$ cat src/rtl/shared_buff_mq_pkg.sv
`default_nettype none
// ============================================================================
// Module   : shared_buff_mq_pkg
// Brief    : Shared types and helpers for the multi-queue shared buffer.
// Revision : 1.0 - initial release
// ============================================================================
package shared_buff_mq_pkg;

  // Queue-state fields are sized for the largest supported store (D <= 256).
  localparam int unsigned QS_PTR_W = 8;
  localparam int unsigned QS_CNT_W = 9;

  typedef struct packed {
    logic [QS_PTR_W-1:0] head;
    logic [QS_PTR_W-1:0] tail;
    logic [QS_CNT_W-1:0] cnt;
  } q_state_t;

  function automatic int unsigned ptr_w(input int unsigned depth);
    return (depth > 1) ? $clog2(depth) : 1;
  endfunction

  function automatic int unsigned cnt_w(input int unsigned depth);
    return $clog2(depth + 1);
  endfunction

  function automatic int unsigned onehot2idx(input logic [31:0] oh);
    int unsigned idx;
    idx = 0;
    for (int i = 0; i < 32; i++) begin
      if (oh[i]) idx = idx | i;
    end
    return idx;
  endfunction

endpackage
`default_nettype wire

$ cat src/rtl/shared_buff_freelist.sv
`default_nettype none
// ============================================================================
// Module   : shared_buff_freelist
// Brief    : Free-slot list plus the shared next[] link store.
// Revision : 1.0 - initial release
// ============================================================================
module shared_buff_freelist
  import shared_buff_mq_pkg::*;
#(
  parameter int unsigned D  = 8,
  parameter int unsigned PW = 3,
  parameter int unsigned CW = 4
) (
  input  logic          clk,
  input  logic          arst_n,
  input  logic          alloc_i,
  output logic [PW-1:0] alloc_ptr_o,
  input  logic          append_i,
  input  logic [PW-1:0] append_ptr_i,
  input  logic          splice_i,
  input  logic [PW-1:0] splice_head_i,
  input  logic [PW-1:0] splice_tail_i,
  input  logic [CW-1:0] splice_cnt_i,
  input  logic          link_i,
  input  logic [PW-1:0] link_from_i,
  input  logic [PW-1:0] link_to_i,
  input  logic [PW-1:0] rd_ptr_i,
  output logic [PW-1:0] rd_next_o,
  output logic [CW-1:0] free_cnt_o
);

  logic [PW-1:0] r_next [D];
  logic [PW-1:0] r_head;
  logic [PW-1:0] r_tail;
  logic [CW-1:0] r_cnt;

  assign alloc_ptr_o = r_head;
  assign rd_next_o   = r_next[rd_ptr_i];
  assign free_cnt_o  = r_cnt;

  // Splice never coincides with alloc/append: flush blocks push and pop.
  always_ff @(posedge clk) begin
    if (!arst_n) begin
      for (int i = 0; i < int'(D); i++) begin
        r_next[i] <= PW'((i + 1) % int'(D));
      end
      r_head <= '0;
      r_tail <= PW'(D - 1);
      r_cnt  <= CW'(D);
    end else begin
      if (link_i) r_next[link_from_i] <= link_to_i;
      if (splice_i) begin
        if (r_cnt == '0) r_head <= splice_head_i;
        else             r_next[r_tail] <= splice_head_i;
        r_tail <= splice_tail_i;
        r_cnt  <= r_cnt + splice_cnt_i;
      end else begin
        case ({alloc_i, append_i})
          2'b10: begin
            r_head <= r_next[r_head];
            r_cnt  <= r_cnt - CW'(1);
          end
          2'b01: begin
            if (r_cnt == '0) r_head <= append_ptr_i;
            else             r_next[r_tail] <= append_ptr_i;
            r_tail <= append_ptr_i;
            r_cnt  <= r_cnt + CW'(1);
          end
          2'b11: begin
            // A lone free slot is consumed, so the appended slot becomes the head.
            if (r_cnt == CW'(1)) begin
              r_head <= append_ptr_i;
            end else begin
              r_next[r_tail] <= append_ptr_i;
              r_head         <= r_next[r_head];
            end
            r_tail <= append_ptr_i;
          end
          default: ;
        endcase
      end
    end
  end

endmodule
`default_nettype wire

$ cat src/rtl/shared_buff_mq.sv
`default_nettype none
// ============================================================================
// Module   : shared_buff_mq
// Brief    : Q linked-list FIFOs sharing a D-slot store; private reservation
//            plus shared pool. SHARED_BUFF_SVA_EN compiles in assertions.
// Revision : 1.0 - initial release
// ============================================================================
module shared_buff_mq
  import shared_buff_mq_pkg::*;
#(
  parameter int unsigned DW = 8,
  parameter int unsigned D  = 8,
  parameter int unsigned Q  = 4,
  parameter int unsigned P  = 1
) (
  input  logic                  clk,
  input  logic                  arst_n,
  input  logic                  push_i,
  input  logic [Q-1:0]          push_sel_i,
  input  logic [DW-1:0]         push_data_i,
  output logic [Q-1:0]          ready_o,
  input  logic                  pop_i,
  input  logic [Q-1:0]          pop_sel_i,
  output logic [Q-1:0]          valid_o,
  output logic [Q*DW-1:0]       pop_data_o,
  output logic [DW-1:0]         data_o,
  input  logic                  flush_i,
  input  logic [Q-1:0]          flush_sel_i,
  output logic [Q*cnt_w(D)-1:0] count_o
);

  localparam int unsigned PW     = ptr_w(D);
  localparam int unsigned CW     = cnt_w(D);
  localparam int unsigned SHARED = D - Q * P;
  localparam int unsigned QIW    = (Q > 1) ? $clog2(Q) : 1;

  generate
    if (D <= Q * P) begin : g_chk_pool
      $error("shared_buff_mq: D must exceed Q*P");
    end
    if (Q < 2 || Q > 32) begin : g_chk_q
      $error("shared_buff_mq: Q must be in 2..32");
    end
    if (PW > QS_PTR_W || CW > QS_CNT_W) begin : g_chk_d
      $error("shared_buff_mq: D exceeds queue-state field width");
    end
  endgenerate

  q_state_t       r_qs     [Q];
  q_state_t       w_qs_nxt [Q];
  logic [DW-1:0]  r_data   [D];
  logic [CW-1:0]  w_cnt    [Q];
  logic [CW-1:0]  w_shared_used;
  logic [CW-1:0]  w_free_cnt;
  logic [Q-1:0]   w_ready, w_valid, w_push_q, w_pop_q, w_flush_q;
  logic           w_push_fire, w_pop_fire, w_flush_fire, w_link;
  logic [QIW-1:0] w_push_idx, w_pop_idx, w_flush_idx;
  logic [PW-1:0]  w_alloc_ptr, w_rd_next;
  q_state_t       w_push_st, w_pop_st, w_flush_st;

  generate
    for (genvar q = 0; q < Q; q++) begin : g_queue
      assign w_cnt[q]   = r_qs[q].cnt[CW-1:0];
      assign w_valid[q] = (w_cnt[q] != '0);
      assign w_ready[q] = !flush_i &&
                          ((w_cnt[q] < CW'(P)) || (w_shared_used < CW'(SHARED)));
      assign pop_data_o[q*DW +: DW] = w_valid[q] ? r_data[r_qs[q].head[PW-1:0]] : '0;
      assign count_o[q*CW +: CW]    = w_cnt[q];
    end
  endgenerate

  assign ready_o = w_ready;
  assign valid_o = w_valid;

  always_comb begin
    w_shared_used = '0;
    for (int q = 0; q < int'(Q); q++) begin
      if (w_cnt[q] > CW'(P)) w_shared_used = w_shared_used + (w_cnt[q] - CW'(P));
    end
  end

  always_comb begin
    data_o = '0;
    for (int q = 0; q < int'(Q); q++) begin
      if (pop_sel_i[q]) data_o = data_o | pop_data_o[q*DW +: DW];
    end
  end

  assign w_push_idx  = QIW'(onehot2idx(32'(push_sel_i)));
  assign w_pop_idx   = QIW'(onehot2idx(32'(pop_sel_i)));
  assign w_flush_idx = QIW'(onehot2idx(32'(flush_sel_i)));
  assign w_push_st   = r_qs[w_push_idx];
  assign w_pop_st    = r_qs[w_pop_idx];
  assign w_flush_st  = r_qs[w_flush_idx];

  assign w_push_fire  = push_i && (|(push_sel_i & w_ready)) && (w_free_cnt != '0);
  assign w_pop_fire   = pop_i && !flush_i && (|(pop_sel_i & w_valid));
  assign w_flush_fire = flush_i && (|(flush_sel_i & w_valid));
  assign w_push_q     = push_sel_i  & {Q{w_push_fire}};
  assign w_pop_q      = pop_sel_i   & {Q{w_pop_fire}};
  assign w_flush_q    = flush_sel_i & {Q{w_flush_fire}};

  // No link when the pushed slot becomes the sole entry of its queue.
  assign w_link = w_push_fire && (w_push_st.cnt != '0) &&
                  !((|(w_push_q & w_pop_q)) && (w_push_st.cnt == QS_CNT_W'(1)));

  shared_buff_freelist #(
    .D  (D),
    .PW (PW),
    .CW (CW)
  ) u_freelist (
    .clk           (clk),
    .arst_n        (arst_n),
    .alloc_i       (w_push_fire),
    .alloc_ptr_o   (w_alloc_ptr),
    .append_i      (w_pop_fire),
    .append_ptr_i  (w_pop_st.head[PW-1:0]),
    .splice_i      (w_flush_fire),
    .splice_head_i (w_flush_st.head[PW-1:0]),
    .splice_tail_i (w_flush_st.tail[PW-1:0]),
    .splice_cnt_i  (w_flush_st.cnt[CW-1:0]),
    .link_i        (w_link),
    .link_from_i   (w_push_st.tail[PW-1:0]),
    .link_to_i     (w_alloc_ptr),
    .rd_ptr_i      (w_pop_st.head[PW-1:0]),
    .rd_next_o     (w_rd_next),
    .free_cnt_o    (w_free_cnt)
  );

  always_comb begin
    for (int q = 0; q < int'(Q); q++) begin
      w_qs_nxt[q] = r_qs[q];
      if (w_flush_q[q]) begin
        w_qs_nxt[q].cnt = '0;
      end else begin
        case ({w_push_q[q], w_pop_q[q]})
          2'b10: begin
            if (r_qs[q].cnt == '0) w_qs_nxt[q].head = QS_PTR_W'(w_alloc_ptr);
            w_qs_nxt[q].tail = QS_PTR_W'(w_alloc_ptr);
            w_qs_nxt[q].cnt  = r_qs[q].cnt + QS_CNT_W'(1);
          end
          2'b01: begin
            w_qs_nxt[q].head = QS_PTR_W'(w_rd_next);
            w_qs_nxt[q].cnt  = r_qs[q].cnt - QS_CNT_W'(1);
          end
          2'b11: begin
            w_qs_nxt[q].tail = QS_PTR_W'(w_alloc_ptr);
            if (r_qs[q].cnt == QS_CNT_W'(1)) w_qs_nxt[q].head = QS_PTR_W'(w_alloc_ptr);
            else                             w_qs_nxt[q].head = QS_PTR_W'(w_rd_next);
          end
          default: ;
        endcase
      end
    end
  end

  always_ff @(posedge clk) begin
    for (int q = 0; q < int'(Q); q++) begin
      if (!arst_n) r_qs[q] <= '0;
      else         r_qs[q] <= w_qs_nxt[q];
    end
  end

  always_ff @(posedge clk) begin
    if (w_push_fire) r_data[w_alloc_ptr] <= push_data_i;
  end

`ifdef SHARED_BUFF_SVA_EN
  logic [CW:0] w_cnt_sum;

  always_comb begin
    w_cnt_sum = '0;
    for (int q = 0; q < int'(Q); q++) w_cnt_sum = w_cnt_sum + (CW+1)'(w_cnt[q]);
  end

  a_push_onehot: assert property (@(posedge clk) disable iff (!arst_n)
    push_i |-> $onehot(push_sel_i));
  a_pop_onehot: assert property (@(posedge clk) disable iff (!arst_n)
    pop_i |-> $onehot(pop_sel_i));
  a_flush_onehot: assert property (@(posedge clk) disable iff (!arst_n)
    flush_i |-> $onehot(flush_sel_i));
  a_push_ready: assert property (@(posedge clk) disable iff (!arst_n)
    push_i |-> |(push_sel_i & w_ready));
  a_pop_valid: assert property (@(posedge clk) disable iff (!arst_n)
    (pop_i && !flush_i) |-> |(pop_sel_i & w_valid));
  a_occupancy: assert property (@(posedge clk) disable iff (!arst_n)
    (w_cnt_sum + (CW+1)'(w_free_cnt)) == (CW+1)'(D));

  generate
    for (genvar q = 0; q < Q; q++) begin : g_sva_q
      a_cnt_max: assert property (@(posedge clk) disable iff (!arst_n)
        w_cnt[q] <= CW'(P + SHARED));
      c_pool_full: cover property (@(posedge clk) disable iff (!arst_n)
        w_cnt[q] == CW'(P + SHARED));
    end
  endgenerate
`endif

endmodule
`default_nettype wire

$ cat config.mk
export PLATFORM = sky130hd
export DESIGN_NAME = shared_buff_mq
export DESIGN_NICKNAME = d
export VERILOG_FILES = /design/src/rtl/shared_buff_mq_pkg.sv /design/src/rtl/shared_buff_freelist.sv /design/src/rtl/shared_buff_mq.sv
export SDC_FILE = /design/constraint.sdc
export NUM_CORES = 1
export LEC_CHECK = 0
export ABC_AREA = 1
export CORE_ASPECT_RATIO = 2
export CORE_UTILIZATION = 60
export DETAILED_ROUTE_END_ITERATION = 7
export GPL_ROUTABILITY_DRIVEN = 0
export PLACE_DENSITY = 0.81
export SYNTH_ARGS = -nofsm -noshare
export SYNTH_HDL_FRONTEND = slang
export SYNTH_SLANG_ARGS = --single-unit
$ cat constraint.sdc
create_clock -name clk -period 9.9 [get_ports clk]
set_input_delay 1.98 -clock clk [delete_from_list [all_inputs] [get_ports clk]]
set_output_delay 1.98 -clock clk [all_outputs]
set_load 0.05 [all_outputs]
; ---- After elaboration in Yosys (flattened, before gate mapping)
; Memories as Yosys holds them, arrays and structs flattened. A register that Yosys moved wholly into a read port is not among the register bits.
; Index checks and enable logic that the tools add are counted.
; Widths: inputs -> output; s select.
[classes]
add_sub_neg = 18
magnitude_cmp = 9
eq_ne = 23
mux = 92
n_bitwise = 16
n_reduce_logical = 44
[ops]
columns = cell, count
row1 = $mux 8, 16
row2 = $mux 25, 4
row3 = $pmux 8 s3, 4
row4 = $pmux 9 s2, 4
row5 = $mux 16, 4
row6 = $mux 3, 18
row7 = $eq 9x1->1 const B, 5
row8 = $add 9x1->9 const B, 4
row9 = $logic_not 9->1, 4
row10 = $mux 9, 4
row11 = $sub 9x1->9 const B, 4
row12 = $and 4x4->4, 7
row13 = $mux 1, 25
row14 = $or 8x8->8, 3
row15 = $reduce_bool 4->1, 6
row16 = $eq 2x2->1 const B, 10
row17 = $mux 4, 5
row18 = $sub 4x1->4 const B, 5
row19 = $add 4x4->4, 4
row20 = $gt 4x1->1 const B, 4
row21 = $lt 4x1->1 const B, 4
row22 = $reduce_or 4->1, 4
row23 = $logic_and 1x1->1, 12
row24 = $mux 2, 6
row25 = other kinds (17), 36
[word_totals]
ff_bits = 10
mem_bits_rw = 188
in_bits = 25
out_inout_bits = 64
wordCells = 208
mem_count = 3
[mem_list]
columns = name, words, word_bits, rd, rd_ports_with_merged_regs, write_ports, line
row1 = r_qs, 4, 25, 7, 0, 4, shared_buff_mq.sv:49  ; q_state_t r_qs [Q];
row2 = r_data, 8, 8, 4, 0, 1, shared_buff_mq.sv:51  ; logic [DW-1:0] r_data [D];
row3 = u_freelist.r_next, 8, 3, 2, 1, 8, shared_buff_freelist.sv:32  ; logic [PW-1:0] r_next [D];

; ---- Depth between registers and ports, before layout
; An unclocked memory read counts as a cell.
[logic_depth]
word_depth = 27
ltp_mapped = 45

; ---- Hierarchy
; From an unflattened synthesis, not the netlist that was laid out.
[hier_totals]
hier_cells = 1788
hier_area_um2 = 12365.6
[modules_own_cells]
columns = mod, instances, cells_per_inst, area_per_inst_um2
row1 = shared_buff_mq, 1, 1360, 9557.9
row2 = shared_buff_freelist, 1, 428, 2807.7

; ---- Worst setup path after synthesis
; Ideal clock, no wire load.
[synth_timing]
kind = register to output
from = memory r_qs[0][0] (netlist bit)
to = output port ready_o[0]
t_arrival_ps = 5461
required_ps = 7920
slack_ps = 2459
stages_incl_launch_ff = 29
path_cell_list = dfxtp_1 -> inv_1 -> ha_1 -> o21ai_2 -> nand2_1 -> ha_1 -> inv_1 -> ha_1 -> fa_1 -> inv_1 -> nand2_1 -> nand2_1 -> ha_1 -> fa_1 -> or2_1 -> and2_1 -> ha_1 -> fa_1 -> inv_1 -> nand2_1 -> nand3_1 -> nand2_1 -> nor2_1 -> nand2_1 -> nand2_1 -> nand2_1 -> nand2_1 -> nand2_2 -> a21oi_1
[synth_rtl]
columns = item, line
row1 = start: declaration, shared_buff_mq.sv:49
row2 = end: declaration, shared_buff_mq.sv:21  ; output logic [Q-1:0] ready_o,

==> key figures <==
Cells and area
  • Final nets: between 1,500 and 2,000
  • Post-layout instance count excluding filler cells: a little over 2,000
  • Share of layout cells above drive strength 1: 0.0603
  • Highest-count cells in the layout ignoring fill and taps: 311 x nand2_1, 198 x o21ai_0, 192 x inv_1
  • Most common cell after layout, fill and taps aside: nand2_1
  • Area Overhead vs Synth: 11.9%

Clock network
  • CTS buffer count: 17
  • H-tree depth: 4
  • Clock transition at path regs: roughly 70 ps
  • Setup Buffers After CTS: 0
  • Clk_lat worst skew: about 460 ps
  • Clock Tree Buf Depth: 2
  • Clk root buf: clkbuf_16
  • # hold bufs at CTS: 0
  • CTS tree: yes
  • Clock Sinks: between 150 and 200
  • Post-cts repair resize count: 0

Synthesis
  • Sequential element share of the synthesized area: 0.335
  • Ys async rst share: 0
  • Largest cells by area after synthesis: edfxtp_1 22%, dfxtp_1 12%, nand2_1 9.5%, o21ai_0 8.1%, a21oi_1 7.5%
  • Synth cell types: 56
  • Syn. warnings: 0
  • Post-synth top area share: 0.216
  • Synth Area per Inst: approximately 7 um2
  • Yosys top cell by area: edfxtp_1
  • Post-synthesis instance area: roughly 12,000 um2
  • Synthesized Nets: 1,817
  • Number of synthesized flops with an enable pin: ~90
  • Post-Syn Instances: about 1,700
  • Main synth FF type: edfxtp_1
  • Synthesized flop and latch total: 161

Global route
  • First-pass GRT wire length: just over 70,000 um
  • Via count of the first global-routing pass: around 13,000
  • GR Util All Layers: 0.470
  • Antenna violations before repair: 4
  • Grt total ovfl: 0
  • Pin count of the biggest net entering global routing: 68

Timing
  • # setup viols final: 0
  • Worst Tran Pin Value: 1430 ps
  • Peak Freq: roughly 120 MHz
  • Clock skew: ~9.5 ps
  • Hold Vio Cnt, Final: 0
  • Setup TNS: 0 ps
  • RSZ-0062 raised after global routing: no
  • Period utilisation layout: 0.867
  • Worst Hold Margin: roughly 500 ps
  • Rel. slew slack: 0.0398
  • Fin crit period: between 8000 and 9000 ps
  • Final worst slack: 1310 ps
  • Final slew viol count: 0

Setup path
  • Most used cell, CP: nand2_1
  • CP Capture Type: output port
  • FF-to-FF Start: r_qs[0][0]
  • Crit start category: flip-flop
  • Critical path peak fanout: 8
  • Worst EP required: a little under 8000 ps
  • WS Path Type: reg -> out
  • CP max-delay cell: clkdlybuf4s50_1
  • Worst setup startpoint: r_qs[0][0]
  • Worst EP arrival: around 6600 ps
  • Max incr delay on CP: ~830 ps

Routing
  • DRC marker count from the first detailed-route iteration: 1,569
  • Routed WL: around 45,000 um
  • Routed via count: ~13,000
  • Drt pass-1 iters: 8
  • Post-route ant nets: 0
  • Residual DRC: 18
  • Wirelength per Cell: 22.1 um
  • Routed vias/inst: 6.53

Die
  • Die width: between 100 and 150 um
  • Initial Util: 0.615
  • Core ar.: between 15,000 and 20,000 um2
  • I/O pins: 89
  • Core Rows: 73
  • DIE AREA: ~21,000 um2
  • Die Y: 204 um

Run status
  • Failing checks: DRC
  • Status: finished with violations

Placed design
  • HPWL after DPL: around 32,000 um
  • Post-placement setup slack: around 1600 ps
  • Placed Cells: 2,003
  • I/O Buffers: 88

Hold path
  • Hold Path Origin: r_qs[0][7]
  • Hold Crit Class: reg -> reg

Flow run
  • Max_cap viols: 0

Pwr
  • VDD IR max: between 150 and 200 uV
  • Total power: 3.31 mW
  • PwrDens: 241 nW/um2
  • Static Leak: 5.54 nW
-- cells in the mapped netlist, types with 9 or more instances --
cell	n
buf_2	11
inv_1	192
nand2_1	311
dfxtp_1	73
ha_1	48
clkbuf_1	61
nand3_1	108
o21ai_1	14
nor2_1	161
xor2_1	18
a31oi_1	12
o22ai_1	19
a21oi_1	184
buf_4	16
o211ai_1	66
clkinv_1	9
nor3_1	14
or2_2	14
edfxtp_1	88
nand4_1	20
o21ai_0	198
-- kinds of logic after synthesis --
kind of cell,count (synthesis),synth area share
AOI/OAI and AO/OA,535,0.248
xor gates and xnor gates,21,0.0150
adders and majority gates,52,0.0556
buffers and inverters,308,0.102
DFF,161,0.335
and+or+nand+nor,663,0.244
-- path summary, 6_finish.rpt --
path | to | slack (ps) | depth (start not counted)
min | r_qs[0][7] | 490 | 2
min reg2reg | r_qs[0][7] | 490 | 2
max | ready_o[0] | 1310 | 29
max reg2reg | u_freelist.r_next[6][2] | 1380 | 43
-- sequential cells by signal, indices dropped and copies added (netlist names), named ones only --
name	count
u_freelist.alloc_ptr_o	3
u_freelist.r_next	24
u_freelist.free_cnt_o	4
u_freelist.r_tail	3
r_qs	60
r_data	64
-- through the flow --
stage / instance area [um2] / utilization
final: 13700 / 0.688
after CTS: 13700 / 0.687
after global placement: 13100 / 0.657
after floorplan: 12200 / -
after global routing: 13700 / 0.688
after detailed placement: 13100 / 0.657
-- where the power goes --
part / switching, mW / internal (mW)
registers: 0.137 / 0.786
clock network: 0.308 / 0.367
logic: 1.20 / 0.507
total: 1.65 / 1.66
-- layout make-up --
cell class	instances	area, um2
timing repair buffer	100	978
clock inverter	12	108
tap	262	328
inverter	210	791
antenna	3	7.51
fill	1797	6210
sequential	161	4110
clock buffer	20	489
multi-input combinational	1271	6890
-- layer usage --
layer | wire length, um | vias to the layer above | global-route usage
met1 | 13200 | 5964 | 0.452
met4 | 5500 | 2 | 0.453
met3 | 5490 | 401 | 0.235
li1 | - | 6003 | -
met5 | 18 | - | 0.0205
met2 | 20900 | 953 | 0.701
-- worst max-delay path: cells and delay by family (launching register included) --
family | cells | cell delay (ps)
compound gates | 2 | 410
buf+inv | 5 | 1150
simple gates | 14 | 1400
flops | 1 | 450
fa+ha+maj | 8 | 2770
Note: power is estimated with default switching activity, not from simulation.
